File: src/rtl/whackamole_pkg.sv
// -----------------------------------------------------------------------------
// whackamole_pkg
// Shared types and constants for the whack-a-mole round controller.
//   state_e        : round controller FSM states
//   LFSR_*         : position LFSR width and feedback taps (8,6,5,4)
//   NUM_HOLES/...  : datapath widths shared with the display stage
//   lfsr_step      : one Fibonacci shift of the position LFSR
//   no_repeat_pos  : bumps a candidate hole that equals the previous hole
// -----------------------------------------------------------------------------
package whackamole_pkg;

    typedef enum logic [2:0] {
        ST_IDLE  = 3'd0,
        ST_SPAWN = 3'd1,
        ST_WAIT  = 3'd2,
        ST_PAUSE = 3'd3,
        ST_OVER  = 3'd4
    } state_e;

    localparam int unsigned LFSR_W = 8;
    // Taps 8,6,5,4 expressed as bit positions 7,5,4,3.
    localparam logic [LFSR_W-1:0] LFSR_TAPS = 8'hB8;

    localparam int unsigned NUM_HOLES = 8;
    localparam int unsigned POS_W     = 3;
    localparam int unsigned SCORE_W   = 8;
    localparam int unsigned MISS_W    = 4;

    function automatic logic [LFSR_W-1:0] lfsr_step(input logic [LFSR_W-1:0] cur);
        return {cur[LFSR_W-2:0], ^(cur & LFSR_TAPS)};
    endfunction

    function automatic logic [POS_W-1:0] no_repeat_pos(
        input logic [POS_W-1:0] cand,
        input logic [POS_W-1:0] prev
    );
        if (cand != prev) begin
            return cand;
        end
        if (cand == POS_W'(NUM_HOLES - 1)) begin
            return '0;
        end
        return cand + POS_W'(1);
    endfunction

endpackage

File: src/rtl/mole_lfsr.sv
// -----------------------------------------------------------------------------
// mole_lfsr
// Free-running 8-bit Fibonacci LFSR that proposes the next mole hole. The low
// three bits form the candidate; a candidate equal to the previous hole is
// moved to the next hole so the mole never appears twice in a row.
// Ports:
//   i_clk        : system clock
//   i_rst        : synchronous active-high reset (reloads SEED)
//   i_prev_pos   : hole used by the previous round
//   o_position   : proposed hole for the next spawn
// -----------------------------------------------------------------------------
module mole_lfsr
    import whackamole_pkg::*;
#(
    parameter logic [LFSR_W-1:0] SEED = 8'hA5
) (
    input  logic             i_clk,
    input  logic             i_rst,
    input  logic [POS_W-1:0] i_prev_pos,
    output logic [POS_W-1:0] o_position
);

    logic [LFSR_W-1:0] lfsr_q;
    logic [LFSR_W-1:0] lfsr_d;

    // Steps every cycle regardless of the game state so the spawn position
    // depends on how long the player took.
    always_comb begin
        lfsr_d = lfsr_step(lfsr_q);
    end

    always_ff @(posedge i_clk) begin
        if (i_rst) begin
            lfsr_q <= SEED;
        end else begin
            lfsr_q <= lfsr_d;
        end
    end

    assign o_position = no_repeat_pos(lfsr_q[POS_W-1:0], i_prev_pos);

endmodule

File: src/rtl/mole_round_controller.sv
// -----------------------------------------------------------------------------
// mole_round_controller
// Game-round engine for the whack-a-mole datapath: spawns the mole, times the
// reaction window, grades the guess, and keeps score and misses.
//
//   state | meaning
//   IDLE  | after reset, waiting for i_start
//   SPAWN | one cycle: latch new mole hole, load reaction timer
//   WAIT  | mole up, waiting for a guess or timer expiry
//   PAUSE | dead time after a graded round
//   OVER  | miss limit reached, waiting for i_start
//
// Ports:
//   i_clk, i_rst          : clock, synchronous active-high reset
//   i_start               : start / restart pulse (wins over everything else)
//   i_guess_valid, i_guess: debounced guess pulse and hole index
//   o_mole_position       : current mole hole
//   o_mole_active         : high in WAIT
//   o_user_guess          : last graded guess
//   o_user_right/wrong    : one-cycle grading pulses
//   o_score, o_misses     : saturating counters
//   o_game_over           : high in OVER
// -----------------------------------------------------------------------------
module mole_round_controller
    import whackamole_pkg::*;
#(
    parameter int unsigned       TIMEOUT_CYCLES = 50_000_000,
    parameter int unsigned       PAUSE_CYCLES   = 25_000_000,
    parameter int unsigned       MAX_MISSES     = 3,
    parameter logic [LFSR_W-1:0] LFSR_SEED      = 8'hA5
) (
    input  logic               i_clk,
    input  logic               i_rst,
    input  logic               i_start,
    input  logic               i_guess_valid,
    input  logic [POS_W-1:0]   i_guess,
    output logic [POS_W-1:0]   o_mole_position,
    output logic               o_mole_active,
    output logic [POS_W-1:0]   o_user_guess,
    output logic               o_user_right,
    output logic               o_user_wrong,
    output logic [SCORE_W-1:0] o_score,
    output logic [MISS_W-1:0]  o_misses,
    output logic               o_game_over
);

    localparam int unsigned TIMER_MAX = (TIMEOUT_CYCLES > PAUSE_CYCLES) ?
                                        TIMEOUT_CYCLES : PAUSE_CYCLES;
    localparam int unsigned TIMER_W   = (TIMER_MAX > 2) ? $clog2(TIMER_MAX) : 1;

    localparam logic [TIMER_W-1:0] WAIT_LOAD  = TIMER_W'(TIMEOUT_CYCLES - 1);
    localparam logic [TIMER_W-1:0] PAUSE_LOAD = TIMER_W'(PAUSE_CYCLES - 1);
    localparam logic [MISS_W-1:0]  MISS_LIMIT = MISS_W'(MAX_MISSES);

    state_e             state_q, state_d;
    logic [TIMER_W-1:0] timer_q, timer_d;
    // The mole hole register doubles as prev_pos for the no-repeat rule.
    logic [POS_W-1:0]   mole_pos_q, mole_pos_d;
    logic [POS_W-1:0]   guess_q, guess_d;
    logic               right_q, right_d;
    logic               wrong_q, wrong_d;
    logic [SCORE_W-1:0] score_q, score_d;
    logic [MISS_W-1:0]  misses_q, misses_d;
    logic [POS_W-1:0]   lfsr_pos;

    logic [SCORE_W-1:0] score_inc;
    logic [MISS_W-1:0]  misses_inc;

    mole_lfsr #(
        .SEED (LFSR_SEED)
    ) u_lfsr (
        .i_clk      (i_clk),
        .i_rst      (i_rst),
        .i_prev_pos (mole_pos_q),
        .o_position (lfsr_pos)
    );

    always_comb begin
        score_inc  = (score_q == {SCORE_W{1'b1}}) ? score_q : score_q + SCORE_W'(1);
        misses_inc = (misses_q == {MISS_W{1'b1}}) ? misses_q : misses_q + MISS_W'(1);
    end

    always_comb begin
        state_d    = state_q;
        timer_d    = timer_q;
        mole_pos_d = mole_pos_q;
        guess_d    = guess_q;
        right_d    = 1'b0;
        wrong_d    = 1'b0;
        score_d    = score_q;
        misses_d   = misses_q;

        unique case (state_q)
            ST_IDLE: begin
                // Only i_start leaves IDLE; handled by the override below.
            end
            ST_SPAWN: begin
                mole_pos_d = lfsr_pos;
                timer_d    = WAIT_LOAD;
                state_d    = ST_WAIT;
            end
            ST_WAIT: begin
                if (i_guess_valid) begin
                    // A guess on the last timer cycle still counts as a guess.
                    guess_d = i_guess;
                    if (i_guess == mole_pos_q) begin
                        right_d = 1'b1;
                        score_d = score_inc;
                    end else begin
                        wrong_d  = 1'b1;
                        misses_d = misses_inc;
                    end
                    timer_d = PAUSE_LOAD;
                    state_d = ST_PAUSE;
                end else if (timer_q == '0) begin
                    wrong_d  = 1'b1;
                    misses_d = misses_inc;
                    timer_d  = PAUSE_LOAD;
                    state_d  = ST_PAUSE;
                end else begin
                    timer_d = timer_q - TIMER_W'(1);
                end
            end
            ST_PAUSE: begin
                if (timer_q == '0) begin
                    state_d = (misses_q >= MISS_LIMIT) ? ST_OVER : ST_SPAWN;
                end else begin
                    timer_d = timer_q - TIMER_W'(1);
                end
            end
            ST_OVER: begin
                // Counters hold until i_start.
            end
            default: begin
                state_d = ST_IDLE;
            end
        endcase

        // Start from any state clears the game and drops any grading that
        // would otherwise have been issued this cycle.
        if (i_start) begin
            state_d    = ST_SPAWN;
            timer_d    = timer_q;
            mole_pos_d = mole_pos_q;
            guess_d    = guess_q;
            right_d    = 1'b0;
            wrong_d    = 1'b0;
            score_d    = '0;
            misses_d   = '0;
        end
    end

    always_ff @(posedge i_clk) begin
        if (i_rst) begin
            state_q    <= ST_IDLE;
            timer_q    <= '0;
            mole_pos_q <= '0;
            guess_q    <= '0;
            right_q    <= 1'b0;
            wrong_q    <= 1'b0;
            score_q    <= '0;
            misses_q   <= '0;
        end else begin
            state_q    <= state_d;
            timer_q    <= timer_d;
            mole_pos_q <= mole_pos_d;
            guess_q    <= guess_d;
            right_q    <= right_d;
            wrong_q    <= wrong_d;
            score_q    <= score_d;
            misses_q   <= misses_d;
        end
    end

    assign o_mole_position = mole_pos_q;
    assign o_mole_active   = (state_q == ST_WAIT);
    assign o_user_guess    = guess_q;
    assign o_user_right    = right_q;
    assign o_user_wrong    = wrong_q;
    assign o_score         = score_q;
    assign o_misses        = misses_q;
    assign o_game_over     = (state_q == ST_OVER);

endmodule
File: config.mk
export PLATFORM = sky130hd
export DESIGN_NAME = mole_round_controller
export DESIGN_NICKNAME = d
export VERILOG_FILES = /design/src/rtl/whackamole_pkg.sv /design/src/rtl/mole_lfsr.sv /design/src/rtl/mole_round_controller.sv
export SDC_FILE = /design/constraint.sdc
export NUM_CORES = 1
export LEC_CHECK = 0
export BUFFER_PORTS_ARGS = -buffer_cell sky130_fd_sc_hd__buf_2
export CORE_ASPECT_RATIO = 1.25
export CORE_UTILIZATION = 63
export CTS_CLUSTER_DIAMETER = 200
export DETAILED_ROUTE_END_ITERATION = 6
export PLACE_DENSITY = 0.87
export SLEW_MARGIN = 10
export SYNTH_ARGS = -nofsm -noshare
export SYNTH_HDL_FRONTEND = slang
export SYNTH_SLANG_ARGS = --single-unit
export TNS_END_PERCENT = 10
File: constraint.sdc
create_clock -name i_clk -period 7.3 [get_ports i_clk]
set_input_delay 0.73 -clock i_clk [delete_from_list [all_inputs] [get_ports i_clk]]
set_output_delay 0.73 -clock i_clk [all_outputs]
set_load 0.03 [all_outputs]
* Word-level counts from Yosys, hierarchy flattened
Index checks and enable logic that the tools add are counted.
Operators by class: add/sub/neg operators 4, $mul 0, divide/modulo/power cells 0, $lt $le $gt $ge 1, eq/ne operators 16, shifts and indexed selects 0, multiplexer cells 25, bitwise gates (word level) 5, reductions and logical operators 16
Operators by type and width (number):
- $mux W26 | 3
- $pmux W26 S3 | 1
- $logic_not A26 Y1 | 1
- $sub A26 B1 Y26 const B | 1
- $mux W3 | 8
- $mux W4 | 4
- $reduce_and A3 Y1 | 5
- $pmux W3 S4 | 1
- $add A8 B1 Y8 const B | 1
- $eq A8 B8 Y1 const B | 1
- $mux W1 | 8
- $reduce_xor A8 Y1 | 1
- $eq A3 B2 Y1 const B | 2
- $eq A3 B3 Y1 const B | 2
- $ne A2 B2 Y1 const B | 3
- $not A1 Y1 | 5
- $add A4 B1 Y4 const B | 1
- $eq A4 B4 Y1 const B | 1
- $ge A4 B2 Y1 const B | 1
- $ne A4 B3 Y1 const B | 1
- $reduce_and A4 Y1 | 1
- $reduce_or A2 Y1 | 2
- $reduce_or A4 Y1 | 1
- $add A3 B1 Y3 const B | 1
- 11 further kinds | 11
Word-level totals: bits in registers 57, bits in latches 0, bits in writable memories 0, bits in read-only memories 0, bits of input ports 7, output and inout port bits 22, word-level logic and storage cells 77, memories kept 0

* Longest topological paths before layout
Gate-level depths: netlist of the first run.
word-level depth 5, mapped depth 9, depth with buffers taken out 8

* Modules after synthesis
Synthesis of the first run repeated with hierarchy kept, for this count alone.
Unflattened totals: cells, all modules 323, area total of the unflattened synthesis 2852.7 µm²
Modules (own cells, without submodules):
- mole_round_controller | instances 1, cells an instance 293, area each 2514.9 µm², seq. area each 980.9 µm²
- mole_lfsr | instances 1, cells an instance 30, area each 337.8 µm², seq. area each 160.2 µm²

* Worst setup path before layout of the first run
Ideal clock, no wire load.
kind reg2reg, from register timer_q[8], to register timer_q[13], library setup time 0.115 ns, arrival 2.343 ns, data required time 7.185 ns, setup slack 4.843 ns, cell stages (with the launch flop) 9, path buffers 2, period minus slack after synthesis 2.457 ns, cell sequence dfxtp_1 > or4_1 > buf_2 > or4_4 > nor3_1 > a21oi_1 > buf_2 > o21a_1 > o21a_1
On the way: word-level cells in the longest chain between the ends 4, elaborated cells on any way between the ends 8, classes of those cells add/sub (1); eq/ne (1); mux (4); reduce/logical (2)
Ends and longest elaborated chain:
- start: declaration | line mole_round_controller.sv:56 | logic [TIMER_W-1:0] timer_q, timer_d;
- start signal: assignment | line mole_round_controller.sv:165 | timer_q <= timer_d;
- $sub A26 B1 Y26 or $logic_not A26 Y1 (tied branches)
- $mux W26 | line mole_round_controller.sv:115 | end else if (timer_q == '0) begin
- $mux W26 | line mole_round_controller.sv:103 | if (i_guess_valid) begin
- $pmux W26 S3 | line mole_round_controller.sv:93 | unique case (state_q)
Parallel ways exist; a longest one is shown, timed or not. The select of a mux whose other input is x is not followed. A chain may end at the register's enable or synchronous reset.

* Worst setup path in the final report of the first run
from register timer_q[8], to register timer_q[22]
Same word-level chain as after synthesis.

==> results of run 1 <==
-- area by class of cell --
| cell class | instances | area [um^2] |
|---|---|---|
| timing repair buffer | 32 | 170 |
| sequential | 57 | 1140 |
| multi-input combinational | 267 | 1700 |
| fill | 321 | 1120 |
| clock buffer | 12 | 165 |
| clock inverter | 4 | 50.0 |
| tap | 58 | 72.6 |
| inverter | 10 | 37.5 |
-- kinds of logic after synthesis --
kind of cell	Yosys count	synth area share
and+or+nand+nor	158	0.290
AOI/OAI and AO/OA	78	0.186
DFF	57	0.388
buffers and inverters	23	0.0327
xor gates and xnor gates	17	0.0506
muxes	8	0.0272
adders and majority gates	6	0.0255
-- how the worst max path moves through the flow --
stage	start	to	slack (ns)
after CTS	timer_q[8]	timer_q[22]	4.36
after floorplan	timer_q[8]	timer_q[13]	4.84
after global routing	timer_q[8]	timer_q[22]	4.12
after global placement	timer_q[8]	timer_q[4]	4.51
final	timer_q[8]	timer_q[22]	4.32
after detailed placement	timer_q[8]	timer_q[4]	4.43
-- worst max-delay path, stage by stage (launching register included) --
cell and delay (ns):
dfxtp_1 0.34, or4_1 0.69, nor4_4 0.60, a21oi_1 0.38, o21ai_2 0.43, nor3_1 0.10
nor4_1 0.32
-- metrics by stage --
stage	hold WS [ns]	power (mW)	setup WS [ns]	cells	cell area, um^2
2_1_floorplan	0.389	0.458	4.84	347	2940
3_3_place_gp	0.394	0.488	4.51	424	3130
3_5_place_dp	0.401	0.492	4.43	424	3130
4_1_cts	0.414	0.801	4.36	440	3340
5_1_grt	0.432	0.837	4.12	440	3340
6_report	0.407	0.805	4.32	440	3340
-- Yosys cell counts, types with 2 or more instances --
library cell	count	area share
nor3b_1	3	0.0077
o31ai_1	4	0.010
or3_1	4	0.0085
dfxtp_1	57	0.39
mux2i_1	8	0.027
nand3_1	14	0.024
buf_4	2	0.0051
o22ai_1	5	0.011
and3_1	8	0.017
o32ai_1	3	0.0089
or2_2	5	0.011
o2bb2ai_1	3	0.0089
a211oi_1	7	0.018
a21bo_2	2	0.0068
or4_1	4	0.010
nor4_1	11	0.023
o21a_1	5	0.013
nor2b_1	7	0.015
xnor2_1	7	0.021
a21o_1	3	0.0077
a311oi_1	3	0.0089
ha_1	6	0.026
nand4_1	8	0.017
xor2_1	10	0.030
o21ai_0	7	0.012
nand2_1	21	0.027
a21oi_1	18	0.031
nor3_1	16	0.027
nand2b_1	3	0.0064
a31oi_1	4	0.0085
buf_2	2	0.0034
nor2_1	44	0.056
clkbuf_1	9	0.011
a221oi_1	4	0.012
inv_1	9	0.011
-- power groups by stage --
| stage | registers, mW | clock network (mW) | logic, mW |
|---|---|---|---|
| 2_1_floorplan | 0.348 | 0 | 0.109 |
| 3_3_place_gp | 0.351 | 0 | 0.137 |
| 3_5_place_dp | 0.352 | 0 | 0.140 |
| 4_1_cts | 0.345 | 0.312 | 0.144 |
| 5_1_grt | 0.348 | 0.330 | 0.160 |
| 6_report | 0.346 | 0.312 | 0.147 |
-- routing by layer --
metal	routed length, um	global-route usage	vias to the layer above	share of wire
li1	-	-	1357	-
met5	0	0	-	0
met3	575	0.0828	30	0.077
met4	276	0.188	0	0.037
met2	3570	0.510	144	0.47
met1	3090	0.379	1342	0.41
-- registers in the layout, indices dropped and copies added (netlist names) --
signal / flops
timer_q: 26
o_user_right: 1
o_score: 8
o_misses: 4
state_q: 3
o_user_wrong: 1
o_mole_position: 3
o_user_guess: 3
u_lfsr.lfsr_q: 8
==> impl_results.md, run 1 <==
* Worst R2R Setup Slack at 4.32 ns
* Setup TNS at 0 ns
* I/O Buffers at 28
* Per-cell routed wire length at 17.1 um
* Drt via density at 6.53
* Final worst path period need at 2.98 ns
* CTS tree: yes
* H-tree Lvls at 3
* Worst Setup Start Kind: flip-flop
* Total wire length at 7510 um
* Post-synthesis sequential area ratio at 0.388
* Worst reg2reg path depth at 6
* Slew headroom at 0.256
* Mapped Cells at 347
* Critical path peak fanout at 12
* Fmax at 336 MHz
* Worst-path clk slew at 0.07 ns
* Final hold vios at 0
* Share of layout cells above drive strength 1 at 0.165
* Unrepaired setup endpoints after global routing: no
* Inserted Clock Buffers at 9
* Sw Share at 0.297
* Post-synth top flop: dfxtp_1
* Critical R2R Launch: timer_q[8]
* EDFF count, synth at 0
* DR iter-0 viols at 310
* Worst Path Arrival at 3.21 ns
* Combinational share of power at 0.183
* Commonest non-fill, non-tap cell in the layout: dfxtp_1
* Post-Syn Area at 2940 um^2
* Routed Antenna Nets at 0
* Reg-to-Reg End: timer_q[22]
* Synth Warn # at 0
* NetSw at 0.239 mW
* Largest net degree at the start of global routing at 44
* Final number of max-transition violations at 0
* Global-route wire length before repair at 12200 um
* Post-synthesis cell type count at 56
* Leading cell types in the layout, fill and taps excluded: dfxtp_1, nor2_1, buf_2
* Worst skew pair latency at 0.35 ns
* Ports at 29
* Maxcap violations at 0
* Status: completed
* Measured slew at the worst slew-check pin at 1.11 ns
* Worst Path Required at 7.53 ns
* Seq pwr share at 0.430
* Tot GR Track Use at 0.318
* Final period util at 0.408
* Post-CTS Hold Fix Bufs at 0
* Drc violations at 0
* DIE HEIGHT at 78.4 um
* Maximum clock insertion buffer count at 2
* Hold path startpoint: u_lfsr.lfsr_q[6]
* Std cell rows at 27
* Hold Crit Endpoint: u_lfsr.lfsr_q[7]
* Gp weighted congestion at 0.963
* Maximum VDD drop at 181 uV
* # diodes at 0
* Core area at 4460 um^2
* Skew final at 0.0124 ns
* Final HPWL from detailed placement at 5050 um
* Total gr overflow at 0
* Worst hold stages at 1
* Syn Nets at 360
* P per Cell Area at 241 nW/um^2
* Post-CTS setup buffer count at 0
* Syn-to-layout area delta at 13.6%
* Initial Utilization at 0.660
* Power share of the clock group at 0.388
* CP endpoint kind: flip-flop
* Die W at 63.1 um
* Antenna violations before repair at 0
* Fin nets at 390
* Fin util at 0.749
* P_int at 0.566 mW
* Sink Count at 57
* # setup viols final at 0
* Leakage power at 1.39 nW
* CP Class: reg -> reg
* Vias in the first global route at 2626
* #FFs+latches synth at 57
* Synth Area per Inst at 8.48 um^2
* Full die area at 4950 um^2
* Worst Hold Class: reg -> reg
* Synth async-reset ratio at 0
* Post-cts resize count at 0
* Clock root cell: clkbuf_8
* TritonRoute pass-1 iters at 6
* Vias at 2873
Power figures use the tool's default switching activity.
==> run 2, diff against run 1 <==
--- a/config.mk
+++ b/config.mk
@@ -5,12 +5,13 @@
 export SDC_FILE = /design/constraint.sdc
 export NUM_CORES = 1
 export LEC_CHECK = 0
+export ABC_AREA = 1
 export BUFFER_PORTS_ARGS = -buffer_cell sky130_fd_sc_hd__buf_2
 export CORE_ASPECT_RATIO = 1.25
-export CORE_UTILIZATION = 63
+export CORE_UTILIZATION = 53
 export CTS_CLUSTER_DIAMETER = 200
 export DETAILED_ROUTE_END_ITERATION = 6
-export PLACE_DENSITY = 0.87
+export PLACE_DENSITY = 0.78
 export SLEW_MARGIN = 10
 export SYNTH_ARGS = -nofsm -noshare
 export SYNTH_HDL_FRONTEND = slang
==> constraint.sdc (replaced) <==
create_clock -name i_clk -period 2.39 [get_ports i_clk]
set_input_delay 0.239 -clock i_clk [delete_from_list [all_inputs] [get_ports i_clk]]
set_output_delay 0.239 -clock i_clk [all_outputs]
set_load 0.03 [all_outputs]
==> run 2 against run 1 <==
  * Setup slack got worse by 3.9 ns
  * Count of clock-buffer cells in the layout decreased by 1
  * Highest routed layer unchanged
  * Register-to-register slack worse by 3.9 ns
  * Non-clock buffer count fell by 3
  * Critical endpoint is now timer_q[13]
  * Flip-flop and latch count stayed put
  * Largest cell class unchanged
  * Sequential share of layout area is 2.1 points lower
  * Global-route usage decreased by 6.8 points
  * Die area increased by 27%
  * Cell count grew 25%
  * Critical path depth is 4 higher
==> impl_results.md, run 2 <==
* Worst Path Arrival at 2.19 ns (was 3.21 ns)
* Drc violations at 0 (unchanged)
* Gp weighted congestion at 0.891 (was 0.963)
* Syn Nets at 459 (was 360)
* Final hold vios at 0 (unchanged)
* Critical path peak fanout at 14 (was 12)
* Post-Syn Area at 3160 um^2 (was 2940 um^2)
* Multiplexer share of the synthesized area at 0 (was 0.0272)
* Maximum VDD drop at 440 uV (was 181 uV)
* Full die area at 6270 um^2 (was 4950 um^2)
* Drt via density at 5.47 (was 6.53)
* Measured slew at the worst slew-check pin at 0.552 ns (was 1.11 ns)
* Die W at 71.0 um (was 63.1 um)
* Fin area at 3560 um^2 (was 3340 um^2)
* Post-synthesis sequential area ratio at 0.361 (was 0.388)
* Max FFs per register at 26 (unchanged)
* Count leader, synth: nand2_1 (was dfxtp_1)
* P per Cell Area at 732 nW/um^2 (was 241 nW/um^2)
* TritonRoute pass-1 iters at 4 (was 6)
* Syn-to-layout area delta at 12.6% (was 13.6%)
* # diodes at 0 (unchanged)
* Antenna violations before repair at 0 (unchanged)
* # setup viols final at 0 (unchanged)
* Global-route wire length before repair at 12300 um (was 12200 um)
* CTS tree: yes (unchanged)
* I/O Buffers at 28 (unchanged)
* Total wire length at 7290 um (was 7510 um)
* Worst setup startpoint: timer_q[15] (was timer_q[8])
* Tot GR Track Use at 0.250 (was 0.318)
* Final worst path period need at 1.95 ns (was 2.98 ns)
* Post-synth top flop: dfxtp_1 (unchanged)
* Simple-Gate Fraction of Synth Area at 0.362 (was 0.290)
* Post-cts resize count at 0 (unchanged)
* Most flop-heavy register: timer_q (unchanged)
* Fillers at 510 (was 321)
* Most common library cells after synthesis: nand2_1, dfxtp_1, nor2_1, inv_1, nand3_1 (was dfxtp_1, nor2_1, nand2_1, a21oi_1, nor3_1)
* Cell Chain, Critical Path: nor2_1, nand2_2, nor2_4, nand4_4, nand2_4, nor2_1, inv_1, nand3_1, nand2_1, inv_1 (was or4_1, nor4_4, a21oi_1, o21ai_2, nor3_1, nor4_1)
* Fmax at 513 MHz (was 336 MHz)
* Largest stage delay on the critical path at 0.34 ns (was 0.69 ns)
* Leakage power at 1.64 nW (was 1.39 nW)
* Critical R2R Launch: timer_q[15] (was timer_q[8])
* Per-cell routed wire length at 13.3 um (was 17.1 um)
* Worst Path Required at 2.63 ns (was 7.53 ns)
* Sink Count at 57 (unchanged)
* Hold path startpoint: i_guess[1] (was u_lfsr.lfsr_q[6])
* Largest net degree at the start of global routing at 28 (was 44)
* DIE HEIGHT at 88.3 um (was 78.4 um)
* Leading cell types in the layout, fill and taps excluded: nand2_1, nor2_1, dfxtp_1 (was dfxtp_1, nor2_1, buf_2)
* Vias in the first global route at 2839 (was 2626)
* Yosys top cell by area: dfxtp_1 (unchanged)
* EDFF count, synth at 0 (unchanged)
* Fin nets at 491 (was 390)
* Compound-Gate Fraction of Synth Area at 0.116 (was 0.186)
* Final period util at 0.816 (was 0.408)
* Clock root cell: clkbuf_8 (unchanged)
* Largest family of logic cells by synthesized area: simple AND/OR/NAND/NOR gates (unchanged)
* Std cell rows at 31 (was 27)
* Slew headroom at 0.632 (was 0.256)
* Skew final at 0.00661 ns (was 0.0124 ns)
* Total gr overflow at 0 (unchanged)
* Post-CTS Hold Fix Bufs at 0 (unchanged)
* Synth Warn # at 0 (unchanged)
* Worst Hold Class: in -> reg (was reg -> reg)
* Largest cells by area after synthesis: dfxtp_1, nand2_1, nor2_1 (was dfxtp_1, nor2_1, a21oi_1)
* Ports at 29 (unchanged)
* Unrepaired setup endpoints after global routing: no (unchanged)
* Maxcap violations at 0 (unchanged)
* Post-CTS setup buffer count at 0 (unchanged)
* CP endpoint kind: flip-flop (unchanged)
* Commonest non-fill, non-tap cell in the layout: nand2_1 (was dfxtp_1)
* Synth Area per Inst at 7.08 um^2 (was 8.48 um^2)
* Worst-path clk slew at 0.06 ns (was 0.07 ns)
* Mapped Cells at 446 (was 347)
* Maximum clock insertion buffer count at 2 (unchanged)
* Routed Antenna Nets at 0 (unchanged)
* #FFs+latches synth at 57 (unchanged)
* Worst path slowest cell: dfxtp_1 (was or4_1)
* Status: completed (unchanged)
* Worst R2R Setup Slack at 0.44 ns (was 4.32 ns)
* Synth async-reset ratio at 0 (unchanged)
* H-tree Lvls at 3 (unchanged)
* Share of layout cells above drive strength 1 at 0.190 (was 0.165)
* Final HPWL from detailed placement at 5220 um (was 5050 um)
* Inserted Clock Buffers at 9 (unchanged)
* Worst Setup Start Kind: flip-flop (unchanged)
* Core area at 5780 um^2 (was 4460 um^2)
* Share of the synthesized area in the top cell type at 0.361 (was 0.388)
* CP Class: reg -> reg (unchanged)
* Fraction of the mapped netlist area in adder cells at 0.0238 (was 0.0255)
* Initial Utilization at 0.546 (was 0.660)
* Post-Synth XOR/XNOR Area at 0.0499 (was 0.0506)
* Dpl cell area at 3330 um^2 (was 3130 um^2)
* Post-synthesis cell type count at 36 (was 56)
* Final number of max-transition violations at 0 (unchanged)
* DR iter-0 viols at 162 (was 310)
* Vias at 3001 (was 2873)
* Setup TNS at 0 ns (unchanged)
* Worst skew pair latency at 0.34 ns (was 0.35 ns)
-- run 2: worst max-delay path, delay by kind of cell, from the launching register on --
kind / cells / cell delay (ns)
DFF: 1 / 0.34
buffers and inverters: 2 / 0.26
and+or+nand+nor: 8 / 1.24
-- run 2: metrics by stage --
| step | util | power, mW | worst slack, ns | std cells | hold slack, ns |
|---|---|---|---|---|---|
| after CTS | 0.615 | 2.62 | 0.467 | 549 | 0.148 |
| final | 0.615 | 2.60 | 0.439 | 549 | 0.161 |
| after global placement | 0.576 | 1.57 | 0.488 | 533 | 0.399 |
| after detailed placement | 0.576 | 1.59 | 0.491 | 533 | 0.398 |
| after global routing | 0.615 | 2.74 | 0.269 | 549 | 0.162 |
| after floorplan | - | 1.49 | 0.726 | 446 | 0.374 |
-- run 2: layout make-up --
class,instances,area (um^2),share of cell area
multi-input cells,325,1740,0.490
repair buffers,29,148,0.0415
inverters,56,213,0.0598
clock inverters,5,77.6,0.0218
well taps,66,82.6,0.0232
clock buffers,11,151,0.0426
flip-flops and latches,57,1140,0.321
-- run 2: per-layer routing --
metal	track usage	vias to the layer above	routed length, um
li1	-	1505	-
met1	0.282	1397	3140
met2	0.440	73	3580
met3	0.0615	26	333
met4	0.135	0	243
met5	0	-	0
-- run 2: report_power, final --
part           switching [mW]  internal, mW
Combinational           0.345         0.176
Clock                   0.389         0.640
Sequential             0.0524          1.00
-- run 2: final timing paths --
path | end | cells after the start
setup / recovery | timer_q[13] | 10
hold / removal | o_user_guess[1] | 3
setup reg to reg | timer_q[13] | 10
hold reg to reg | u_lfsr.lfsr_q[7] | 1
-- run 2: cell families (layout without fill, tap and decap cells) --
logic type / count (synthesis) / in the layout
adders and majority gates: 6 / 6
and+or+nand+nor: 235 / 235
AOI/OAI and AO/OA: 66 / 66
DFF: 57 / 57
buffers and inverters: 64 / 101
xor gates and xnor gates: 18 / 18
